**config.mk**
```make
export PLATFORM = sky130hd
export DESIGN_NAME = pc_unit
export DESIGN_NICKNAME = d
export VERILOG_FILES = /design/src/rtl/pc_unit.sv
export SDC_FILE = /design/constraint.sdc
export NUM_CORES = 1
export LEC_CHECK = 0
export CAP_MARGIN = 20
export CORE_MARGIN = 2
export CORE_UTILIZATION = 45
export CTS_CLUSTER_DIAMETER = 100
export CTS_CLUSTER_SIZE = 25
export DETAILED_ROUTE_END_ITERATION = 8
export HOLD_SLACK_MARGIN = 0.03
export PLACE_DENSITY = 0.77
export SYNTH_ARGS = -nofsm -noshare
export SYNTH_HDL_FRONTEND = slang
export SYNTH_SLANG_ARGS = --single-unit
```
**constraint.sdc**
```tcl
create_clock -name clk -period 4.34 [get_ports clk]
set_clock_uncertainty 0.2 [all_clocks]
set_input_delay 0.651 -clock clk [delete_from_list [all_inputs] [get_ports clk]]
set_output_delay 0.651 -clock clk [all_outputs]
set_load 0.03 [all_outputs]
```
**src/rtl/pc_unit.sv**
```systemverilog
// pc_unit: program counter with sequential/branch/jump/call/return and a circular return-address stack.
// Latency: pc updates one falling edge after inputs are sampled; pc_next is combinational.
// Backpressure: stall holds pc and the RAS for that edge and clears ras_err; op is ignored while stalled.
module pc_unit #(
  parameter int unsigned                ADDR_W     = 8,
  parameter int unsigned                OFFSET_W   = 8,
  parameter int unsigned                STEP       = 1,
  parameter int unsigned                RAS_DEPTH  = 4,
  parameter logic [ADDR_W-1:0]          RESET_ADDR = '0
) (
  input  logic                              clk,
  input  logic                              reset,
  input  logic                              stall,
  input  logic [2:0]                        op,
  input  logic [OFFSET_W-1:0]               offset,
  input  logic [ADDR_W-1:0]                 target,
  output logic [ADDR_W-1:0]                 pc,
  output logic [ADDR_W-1:0]                 pc_next,
  output logic [$clog2(RAS_DEPTH+1)-1:0]    ras_count,
  output logic                              ras_full,
  output logic                              ras_empty,
  output logic                              ras_err
);

  localparam int unsigned PTR_W = $clog2(RAS_DEPTH);
  localparam int unsigned CNT_W = $clog2(RAS_DEPTH+1);

  localparam logic [2:0] OP_SEQ    = 3'b000;
  localparam logic [2:0] OP_BRANCH = 3'b001;
  localparam logic [2:0] OP_JUMP   = 3'b010;
  localparam logic [2:0] OP_CALL   = 3'b011;
  localparam logic [2:0] OP_RET    = 3'b100;

  localparam logic [PTR_W-1:0] PTR_LAST = PTR_W'(RAS_DEPTH - 1);
  localparam logic [CNT_W-1:0] CNT_FULL = CNT_W'(RAS_DEPTH);

  logic [ADDR_W-1:0] pc_q, pc_d;
  logic [PTR_W-1:0]  top_q, top_d;
  logic [CNT_W-1:0]  cnt_q, cnt_d;
  logic              err_q, err_d;

  // Stack storage; contents are don't-care after reset, so no reset here.
  logic [ADDR_W-1:0] ras_mem_q [RAS_DEPTH];

  logic [ADDR_W-1:0] seq_addr;
  logic [ADDR_W-1:0] off_sext;
  logic [ADDR_W-1:0] branch_addr;
  logic [ADDR_W-1:0] ras_top;
  logic [PTR_W-1:0]  top_inc;
  logic [PTR_W-1:0]  top_dec;
  logic              full;
  logic              empty;
  logic              do_push;
  logic              ret_req;
  logic              do_pop;

  assign full  = (cnt_q == CNT_FULL);
  assign empty = (cnt_q == '0);

  // Both adders wrap modulo 2^ADDR_W; a negative offset is added in two's complement.
  assign seq_addr    = pc_q + ADDR_W'(STEP);
  assign off_sext    = ADDR_W'($signed(offset));
  assign branch_addr = seq_addr + off_sext;
  assign ras_top     = ras_mem_q[top_q];

  // Circular pointer arithmetic that also works for non-power-of-two depths.
  assign top_inc = (top_q == PTR_LAST) ? '0 : top_q + PTR_W'(1);
  assign top_dec = (top_q == '0) ? PTR_LAST : top_q - PTR_W'(1);

  // A push always happens on CALL (overflow overwrites the oldest slot);
  // a pop only happens when something is actually on the stack.
  assign do_push = !stall && (op == OP_CALL);
  assign ret_req = !stall && (op == OP_RET);
  assign do_pop  = ret_req && !empty;

  // Next-PC select; underflowing RET and reserved opcodes fall through to seq.
  always_comb begin
    pc_d = seq_addr;
    if (stall) begin
      pc_d = pc_q;
    end else begin
      case (op)
        OP_SEQ:    pc_d = seq_addr;
        OP_BRANCH: pc_d = branch_addr;
        OP_JUMP:   pc_d = target;
        OP_CALL:   pc_d = target;
        OP_RET:    pc_d = empty ? seq_addr : ras_top;
        default:   pc_d = seq_addr;
      endcase
    end
  end

  // Stack pointer, occupancy and error pulse next-state.
  always_comb begin
    top_d = top_q;
    cnt_d = cnt_q;
    err_d = 1'b0;
    if (do_push) begin
      top_d = top_inc;
      if (!full) begin
        cnt_d = cnt_q + CNT_W'(1);
      end
      err_d = full;
    end else if (ret_req) begin
      if (do_pop) begin
        top_d = top_dec;
        cnt_d = cnt_q - CNT_W'(1);
      end
      err_d = empty;
    end
  end

  // Architectural state advances on the falling edge; reset acts immediately.
  always_ff @(negedge clk or negedge reset) begin
    if (!reset) begin
      pc_q  <= RESET_ADDR;
      top_q <= '0;
      cnt_q <= '0;
      err_q <= 1'b0;
    end else begin
      pc_q  <= pc_d;
      top_q <= top_d;
      cnt_q <= cnt_d;
      err_q <= err_d;
    end
  end

  // Push writes the return address into the slot the pointer advances to.
  always_ff @(negedge clk) begin
    if (reset && do_push) begin
      ras_mem_q[top_inc] <= seq_addr;
    end
  end

  assign pc        = pc_q;
  assign pc_next   = pc_d;
  assign ras_count = cnt_q;
  assign ras_full  = full;
  assign ras_empty = empty;
  assign ras_err   = err_q;

endmodule

```
# [Word level (Yosys, flattened, before mapping)]
# Memories as Yosys holds them, arrays and structs flattened.
# Index checks and enable logic that the tools add are counted.
[classes] add_sub_neg=6 n_mul=0 div=0 n_lt_le_gt_ge=0 eq_ne=7 n_shift=0 n_mux=16 n_bitwise=0 n_reduce_logical=13
[op_table] cell="case mux 8 bit (3 select lines)" n=1
[op_table] cell="two-way mux 8 bit" n=2
[op_table] cell="two-way mux 3 bit" n=4
[op_table] cell="two-way mux 2 bit" n=5
[op_table] cell="adder 8 x 1 -> 8 bit (second input constant)" n=1
[op_table] cell="adder 8 bit" n=1
[op_table] cell="== test 3 x 2 -> 1 bit (second input constant)" n=2
[op_table] cell="== test 3 bit (second input constant)" n=2
[op_table] cell="logical AND 1 bit" n=4
[op_table] cell="two-way mux 1 bit" n=4
[op_table] cell="nonzero test 2 bit" n=2
[op_table] cell="adder 3 x 1 -> 3 bit (second input constant)" n=1
[op_table] cell="== test 3 x 1 -> 1 bit (second input constant)" n=1
[op_table] cell="logical NOT 3 bit" n=1
[op_table] cell="AND reduction 3 bit" n=1
[op_table] cell="subtractor 3 x 1 -> 3 bit (second input constant)" n=1
[op_table] cell="adder 2 x 1 -> 2 bit (second input constant)" n=1
[op_table] cell="== test 2 bit (second input constant)" n=1
[op_table] cell="logical NOT 1 bit" n=2
[op_table] cell="logical NOT 2 bit" n=1
[op_table] cell="inequality test 2 bit (second input constant)" n=1
[op_table] cell="AND reduction 2 bit" n=1
[op_table] cell="OR reduction 2 bit" n=1
[op_table] cell="subtractor 2 x 1 -> 2 bit (second input constant)" n=1
[word_totals] regBits=14 latch_bits=0 ram_bits=32 romBits=0 inputBits=22 out_inout_bits=22 elab_cells=47 n_memories=1
[memory_table] name="ras_mem_q" depth=4 word_bits=8 read_ports=1 rd_ports_with_merged_regs=0 write_ports=1 line_no="43" text="logic [ADDR_W-1:0] ras_mem_q [RAS_DEPTH];"

# [Logic depth before layout (Yosys ltp)]
[logic_depth] ltp_word=6 depth_mapped=10 ltp_nobuf=10

==> impl_metrics.ini <==
[cts]
clock_latency_ps = 410
cts_root_buf = clkbuf_8
cts_tree = done
cts_sinks = 46
h-tree-depth = 2
numCtsBuffers = 5
clkTransAtPathRegs_ps = 80
cts_buffer_depth = 2

[detailed_routing]
route.detailed.wl_per_inst_um = 22.7
first_iter_violations = 118
dr.pass1.iters = 4
ant_nets = 0
drt-total-wl_um = 10500
drc = 0
post_drt_via_cell_ratio = 5.68
vias = 2620

[sta]
worstMarginPinSlew_ps = 367
worst_slack_ps = -1470
relSlewSlack_pct = 75.4
drv_slew = 0
tns_ps = -10870
rsz0062_at_grt = yes
final-hold-violation-count = 0
setup_viol = 14
holdWs_ps = 387

[place]
gp_congestion = 0.867
port_buffers = 43
dp_cells = 401
pre_cts_ws_ps = -1450
dp_hpwl_um = 5920

[die]
pin_count = 44
core_um2 = 5820
row_count = 28
die_h_um = 81.0
dieArea_um2 = 6560
die_w_um = 81.0
start_util_pct = 45.8

[critical_path]
cp_data_required_time_ps = 3490
critical_path_class = reg -> out
worstPathMaxFanout = 5
worstSetupStartpointType = flip-flop
cp.arrival_ps = 4960
end_kind = output pin

[layout]
seqCellArea_um2 = 1310
nFillCells = 323
antenna_cells = 0
final_nets = 423
drive_gt1_share_pct = 56.2
multi_input_area_um2 = 1750
area_growth_pct = 77.0
final_cells = 461

[power]
pwr-share-seq_pct = 19.8
ir_drop_v = 0.000589
power.total_uw = 3210
p_int_uw = 1790
leakagePower_uw = 0.00208
pwr-share-clk_pct = 13.8
p_sw_share_pct = 44.3
pwr-share-comb_pct = 66.4
p_per_area_nw_per_um2 = 681
p_switching_uw = 1420

[global_route]
grt_pass1_vias = 2539
track_usage_pct = 27.3
grt_max_degree = 17
grt_remaining_overflow = 0
antenna_found_initial = 0
grt_pass1_wl_um = 13100

[synth]
synthArstFlopShare_pct = 30.4
synth_flop_cell = edfxtp_1
ys_warn_count = 0
netlist_top_cells_area = edfxtp_1, dfrtn_1, mux4_2
synth_area_leader_cell = edfxtp_1
synth_edf_count = 32
ys_seq_elements = 46
synth.distinct_cells = 57
syn-instance-count = 212
syn_nets = 250
synth_area_um2 = 2670
syn_avg_cell_area_um2 = 12.6
ys_seq_area_share_pct = 49.2
synth_top_area_share_pct = 36.0

[min_path]
hold_path.class = reg -> reg

[flow_run]
max-cap-violations = 0

[status]
status = finished, violations left
violations = setup timing
==> layer usage <==
layer	wire (um)	GRT usage, %
met1	3790	33.6
met2	5340	46.8
met3	728	6.00
met4	606	10.3
met5	0	0
==> state kept, by name, summed over array words and instances (netlist names) <==
| name | flops |
|---|---|
| pc | 8 |
| ras_count | 3 |
| ras_err | 1 |
| ras_mem_q | 32 |
| top_q | 2 |
==> final timing paths <==
path,slack [ps],from,endpoint,depth (start not counted)
max in group asynchronous,1060,reset,ras_count[1]$_DFFE_NN0P_,2
worst min-delay path,390,ras_count[2]$_DFFE_NN0P_,ras_count[2]$_DFFE_NN0P_,2
worst max register to register,1670,pc[1]$_DFF_NN0_,pc[2]$_DFF_NN0_,10
worst min register to register,390,ras_count[2]$_DFFE_NN0P_,ras_count[2]$_DFFE_NN0P_,2
min in group asynchronous,2650,reset,pc[3]$_DFF_NN0_,2
worst max-delay path,-1470,pc[1]$_DFF_NN0_,pc_next[7],12
==> cell families (layout without fill, tap and decap cells) <==
kind of cell,count (synthesis),in the layout,synth area share [%]
buffers and inverters,21,195,3.80
multiplexers,12,12,8.31
adder cells (fa/ha/maj),16,16,8.07
AO/OA/AOI/OAI,49,49,13.6
flip-flops,46,46,49.2
XOR/XNOR,11,11,4.13
AND/OR/NAND/NOR,57,57,13.0
==> power groups by stage <==
stage               Clock [uW]  Sequential [uW]  Combinational (uW)
floorplan                 45.6              749                 771
global placement          45.6              638                1500
detailed placement        45.6              639                1540
CTS                        413              630                1740
global route               471              639                2230
finish                     443              635                2130
==> through the flow <==
| step | util, % | cell area, um^2 |
|---|---|---|
| 2_1_floorplan | - | 2890 |
| 3_3_place_gp | 67.8 | 3940 |
| 3_5_place_dp | 67.8 | 3940 |
| 6_report | 81.2 | 4720 |
| 4_1_cts | 76.4 | 4440 |
| 5_1_grt | 81.2 | 4720 |
==> synthesized netlist by cell type (all sizes together) (2+ instances only) <==
master and number:
nand3 6, nor3b 2, nand3b 2, o22ai 2, o21ai 7, and3 7
nand2 16, o21a 2, a31oi 3, xnor2 5, a2bb2oi 4, dfrtn 14
nor2 12, mux4 8, nor3 2, xor2 5, or3 2, a211o 3
mux2i 3, nor2b 2, inv 14, buf 6, fa 2, a221o 4
a221oi 4, a21oi 13, edfxtp 32, ha 14
==> what timing repair did <==
| action | CTS | global route |
|---|---|---|
| hold buffers | 0 | 0 |
| endpoints found under the setup margin | 63 | 19 |
| resized for setup | 101 | 54 |
| pin swaps | 19 | 26 |
| setup buffers | 14 | 8 |
| hold endpoints to repair | 0 | 0 |
==> layout by cell type, fill, tap and decap left out, types with 5 or more instances in the layout <==
master / Yosys / routed
ha_4: 0 / 6
buf_6: 2 / 28
mux4_2: 8 / 8
dfrtn_1: 14 / 14
buf_4: 1 / 81
a21oi_2: 0 / 10
ha_1: 14 / 8
nor2_1: 10 / 7
inv_1: 13 / 39
clkbuf_8: 0 / 5
nand2_1: 15 / 8
clkdlybuf4s50_1: 0 / 10
buf_12: 0 / 5
edfxtp_1: 32 / 32
==> critical path, stage by stage (launching register included) <==
cell and delay [ps]:
dfrtn_1 490, ha_4 200, buf_6 120, nand2_4 60, or3_4 350, nand2_4 80
ha_4 220, a21oi_2 140, o21a_1 180, and3_4 210, mux2i_2 70, a21oi_2 180
buf_6 150
==> layout make-up <==
| cell class | instances | share of cell area, % |
|---|---|---|
| clock buffer | 5 | 1.46 |
| timing repair buffer | 142 | 27.3 |
| sequential | 46 | 27.8 |
| inverter | 13 | 1.19 |
| multi-input combinational | 145 | 37.1 |
| tap | 75 | 1.99 |
| clock inverter | 35 | 3.21 |
No activity file was read; power rests on OpenSTA's default activity.
